**config.mk**
```make
export PLATFORM = sky130hd
export DESIGN_NAME = queue_fifo
export DESIGN_NICKNAME = d
export VERILOG_FILES = /design/src/rtl/queue_pkg.sv /design/src/rtl/queue_ram.sv /design/src/rtl/queue_fifo.sv
export SDC_FILE = /design/constraint.sdc
export NUM_CORES = 1
export LEC_CHECK = 0
export ABC_AREA = 0
export BUFFER_PORTS_ARGS = -buffer_cell sky130_fd_sc_hd__buf_2
export CORE_UTILIZATION = 60
export CTS_CLUSTER_DIAMETER = 60
export DETAILED_ROUTE_END_ITERATION = 10
export GPL_ROUTABILITY_DRIVEN = 1
export GPL_TIMING_DRIVEN = 0
export PLACE_DENSITY = 0.76
export REMOVE_ABC_BUFFERS = 1
export SYNTH_ARGS = -nofsm -noshare
export SYNTH_HDL_FRONTEND = slang
export SYNTH_HIERARCHICAL = 1
export SYNTH_SLANG_ARGS = --single-unit
```
**constraint.sdc**
```tcl
create_clock -name clk -period 3.3 [get_ports clk]
set_input_delay 0.495 -clock clk [delete_from_list [all_inputs] [get_ports clk]]
set_output_delay 0.495 -clock clk [all_outputs]
set_load 0.01 [all_outputs]
```
**src/rtl/queue_pkg.sv**
```systemverilog
// queue_pkg: shared constants for the parametrised word queue.
// Overflow policies and drop counter width.
package queue_pkg;

    localparam int Q_DROP_NEW      = 0;
    localparam int Q_OVERWRITE_OLD = 1;
    localparam int DROP_CNT_W      = 8;

endpackage

```
**src/rtl/queue_ram.sv**
```systemverilog
// queue_ram: WIDTH x SIZE storage for queue_fifo.
// Synchronous write, asynchronous read; contents are not reset.
module queue_ram #(
    parameter int WIDTH    = 8,
    parameter int SIZE     = 16,
    parameter int ADDRSIZE = $clog2(SIZE)
) (
    input  logic                clk,
    input  logic                i_we,
    input  logic [ADDRSIZE-1:0] i_waddr,
    input  logic [WIDTH-1:0]    i_wdata,
    input  logic [ADDRSIZE-1:0] i_raddr,
    output logic [WIDTH-1:0]    o_rdata
);

    logic [WIDTH-1:0] r_mem [SIZE];

    always_ff @(posedge clk) begin
        if (i_we) begin
            r_mem[i_waddr] <= i_wdata;
        end
    end

    assign o_rdata = r_mem[i_raddr];

endmodule

```
**src/rtl/queue_fifo.sv**
```systemverilog
// queue_fifo: single-clock first-word-fall-through FIFO with selectable
// overflow policy, sticky overflow flag and saturating drop counter.
module queue_fifo
    import queue_pkg::*;
#(
    parameter int WIDTH        = 8,
    parameter int SIZE         = 16,
    parameter int OVERWRITE    = Q_DROP_NEW,
    parameter int AFULL_THRESH = SIZE - 2,
    parameter int ADDRSIZE     = $clog2(SIZE)
) (
    input  logic                  clk,
    input  logic                  rst,
    input  logic [WIDTH-1:0]      in_data,
    input  logic                  in_en,
    output logic [WIDTH-1:0]      out_data,
    output logic                  out_available,
    input  logic                  out_ack,
    output logic [ADDRSIZE:0]     level,
    output logic                  full,
    output logic                  almost_full,
    output logic                  overflow,
    input  logic                  overflow_clr,
    output logic [DROP_CNT_W-1:0] drop_count
);

    localparam bit                  LP_OW    = (OVERWRITE == Q_OVERWRITE_OLD);
    localparam logic [ADDRSIZE:0]   LP_SIZE  = (ADDRSIZE+1)'(SIZE);
    localparam logic [ADDRSIZE:0]   LP_AFULL = (ADDRSIZE+1)'(AFULL_THRESH);
    localparam logic [ADDRSIZE:0]   LP_L1    = (ADDRSIZE+1)'(1);
    localparam logic [ADDRSIZE-1:0] LP_P1    = ADDRSIZE'(1);
    localparam logic [DROP_CNT_W-1:0] LP_DMAX = '1;

    logic [ADDRSIZE-1:0]   r_wr_ptr;
    logic [ADDRSIZE-1:0]   r_rd_ptr;
    logic [ADDRSIZE:0]     r_level;
    logic                  r_overflow;
    logic [DROP_CNT_W-1:0] r_drops;

    logic w_full;
    logic w_avail;
    logic w_pop;
    logic w_push;
    logic w_ovf_evt;
    logic w_ow;
    logic w_we;

    assign w_full    = (r_level == LP_SIZE);
    assign w_avail   = (r_level != '0);
    assign w_pop     = out_ack & w_avail;
    assign w_push    = in_en & (~w_full | w_pop);
    assign w_ovf_evt = in_en & w_full & ~w_pop;
    // Overwrite-oldest writes over the head slot and drags rd_ptr along.
    assign w_ow      = w_ovf_evt & LP_OW;
    assign w_we      = w_push | w_ow;

    always_ff @(posedge clk) begin
        if (rst) begin
            r_wr_ptr   <= '0;
            r_rd_ptr   <= '0;
            r_level    <= '0;
            r_overflow <= 1'b0;
            r_drops    <= '0;
        end else begin
            if (w_we) begin
                r_wr_ptr <= r_wr_ptr + LP_P1;
            end
            if (w_pop | w_ow) begin
                r_rd_ptr <= r_rd_ptr + LP_P1;
            end
            if (w_push & ~w_pop) begin
                r_level <= r_level + LP_L1;
            end else if (w_pop & ~w_push) begin
                r_level <= r_level - LP_L1;
            end
            if (w_ovf_evt) begin
                r_overflow <= 1'b1;
            end else if (overflow_clr) begin
                r_overflow <= 1'b0;
            end
            if (w_ovf_evt && r_drops != LP_DMAX) begin
                r_drops <= r_drops + 1'b1;
            end
        end
    end

    queue_ram #(
        .WIDTH   (WIDTH),
        .SIZE    (SIZE),
        .ADDRSIZE(ADDRSIZE)
    ) u_ram (
        .clk    (clk),
        .i_we   (w_we & ~rst),
        .i_waddr(r_wr_ptr),
        .i_wdata(in_data),
        .i_raddr(r_rd_ptr),
        .o_rdata(out_data)
    );

    assign out_available = w_avail;
    assign level         = r_level;
    assign full          = w_full;
    assign almost_full   = (r_level >= LP_AFULL);
    assign overflow      = r_overflow;
    assign drop_count    = r_drops;

endmodule

```
==> out/metrics.yaml <==
syn_avg_cell_area_um2: 17.4
arrival_ps: 3520
clock-sinks: 150
seq_area_frac_synth: 0.697
grt_usage: 0.245
clk_path_buf_depth: 2
nFillCells: 629
cts_buffers: 17
ir_worst_vdd_uv: 487
die_y_um: 103
place_inst: 510
synth_edf_count: 128
hp-class: "in -> reg"
dieArea_um2: 10700
cp_max_fo: 10
viasPerCell: 6.25
ant_nets: 0
detail_route.wirelength_um: 11900
grt_pass1_vias: 3220
yosysTopAreaCellShare: 0.625
cts_setup_buffers: 0
fin_hold_ws_ps: 232
drive_above_1_share: 0.240
finalHoldViolations: 0
core_area_um2: 9860
cts_tree: "done"
grt.met2_usage: 0.408
grtUsageMet1: 0.307
ys_ff_latch: 150
fin_crit_sh: 0.941
drc_errors: 0
post_drt_wl_per_cell_um: 21.9
synth_area_leader_cell: "edfxtp_1"
skew_ps: 9.56
drt-initial-drc-count: 231
fmax_mhz: 322
cp_data_required_time_ps: 3720
cts.repair.resized: 0
cts.clk_slew.worst_paths_ps: 70
leakage_nw: 2.38
rows: 36
start_kind: "flip-flop"
hold_buffers: 0
layout.cells.non_filler: 542
slew_viol_final: 0
clk-insertion-delay-late_ps: 520
gr-total-overflow: 0
grt_pass1_wl_um: 17700
synth_area_leaders: "edfxtp_1, dfxtp_1, mux4_2"
antenna_found_initial: 0
h-tree-depth: 4
synth_warnings: 6
ios: 38
num_vias: 3387
synth_cell_type_count: 45
setup_viol: 0
tightest_slew_ps: 928
synthArstFlopShare: 0
crit_type: "reg -> reg"
synthTopCellsByCount: "edfxtp_1, nor2_1, dfxtp_1, mux4_2, a22oi_1"
status: "completed"
stdcell_area_um2: 7020
antenna_cells: 0
place_area_um2: 6420
die_w_um: 103
synth_most_common_cell: "edfxtp_1"
final_nets: 417
initial_core_util: 0.623
io_buffers: 37
drv_cap: 0
dpl.hpwl_um: 7320
clock-root-buffer: "clkbuf_8"
drt_pass1_iterations: 4
slew-limit-headroom: 0.376
synthesis.area_um2: 6150
period_minus_slack_ps: 3110
globalplace.congestion: 0.755
areaGrowthSynthToFinish_pct: 14.2
finalPower_w: 0.00512
grt_use_met3: 0.0766
p_per_area_nw_per_um2: 729
grt-busiest-layer: "met2"
ys.flop_type: "edfxtp_1"
crit_path_end_kind: "flip-flop"
grt_max_degree: 36
synth_cells: 353
## power breakdown
group / internal (W) / switching [W] / total [W]
clock network: 0.00112 / 0.000759 / 0.00188
registers: 0.00212 / 0.000154 / 0.00227
logic: 0.000522 / 0.000448 / 0.000970
total: 0.00376 / 0.00136 / 0.00512
## final timing paths
| path | from | endpoint | slack, ps | depth (start not counted) |
|---|---|---|---|---|
| min | overflow_clr | overflow | 230 | 3 |
| max reg2reg | level[0] | level[4] | 190 | 9 |
| min reg2reg | overflow | overflow | 480 | 2 |
| max | level[0] | level[4] | 190 | 9 |
## layer usage
metal,part of all wire,vias up
li1,-,1518
met1,0.40,1722
met2,0.52,136
met3,0.066,11
met4,0.011,0
met5,0,-
## flip-flops by register name (all words and copies together) (netlist names)
name         count
overflow         1
u_ram/r_mem    128
drop_count       8
level            5
r_rd_ptr         4
r_wr_ptr         4
## cells by family after synthesis
| logic type | after synthesis | synth area share |
|---|---|---|
| XOR/XNOR | 7 | 0.00998 |
| multiplexers | 37 | 0.134 |
| buffers and inverters | 20 | 0.0226 |
| flip-flops | 150 | 0.697 |
| adder cells (fa/ha/maj) | 8 | 0.0175 |
| AO/OA/AOI/OAI | 44 | 0.0483 |
| AND/OR/NAND/NOR | 87 | 0.0704 |
## worst max-delay path, stage by stage (launching register included)
cell and delay, ps:
dfxtp_1 370, or4_4 630, o21ai_0 470, ha_1 260
inv_1 110, ha_1 340, a21oi_1 210, a211oi_1 100
a31oi_1 170, mux2_2 340
## per-stage QoR
step                      utilization  worst slack [ps]  setup TNS [ps]
final                           0.712               193               0
after global routing            0.712             -11.8           -11.8
after CTS                       0.711              92.7               0
after detailed placement        0.651               129               0
after global placement          0.646              -303           -1960
after floorplan                     -               411               0
## layout by cell type (no fill, tap or decap), types with 5 or more instances in the layout
cell and instances:
a21oi_1 12, a22oi_1 16, buf_2 38, clkbuf_16 18, clkinv_4 5, dfxtp_1 20
edfxtp_1 128, ha_1 7, mux4_1 14, mux4_2 18, nand2_1 15, nand3_1 7
nor2_1 33, xor2_1 6
## cell type report
type                            instances  area (um^2)  area share
Inverter                                4         15.0     0.00214
Timing Repair Buffer                   40          218      0.0310
Clock inverter                         11          110      0.0157
Sequential cell                       150         4290       0.611
Clock buffer                           21          482      0.0686
Multi-Input combinational cell        183         1740       0.248
Tap cell                              133          166      0.0237
(Power assumes the default switching activity.)
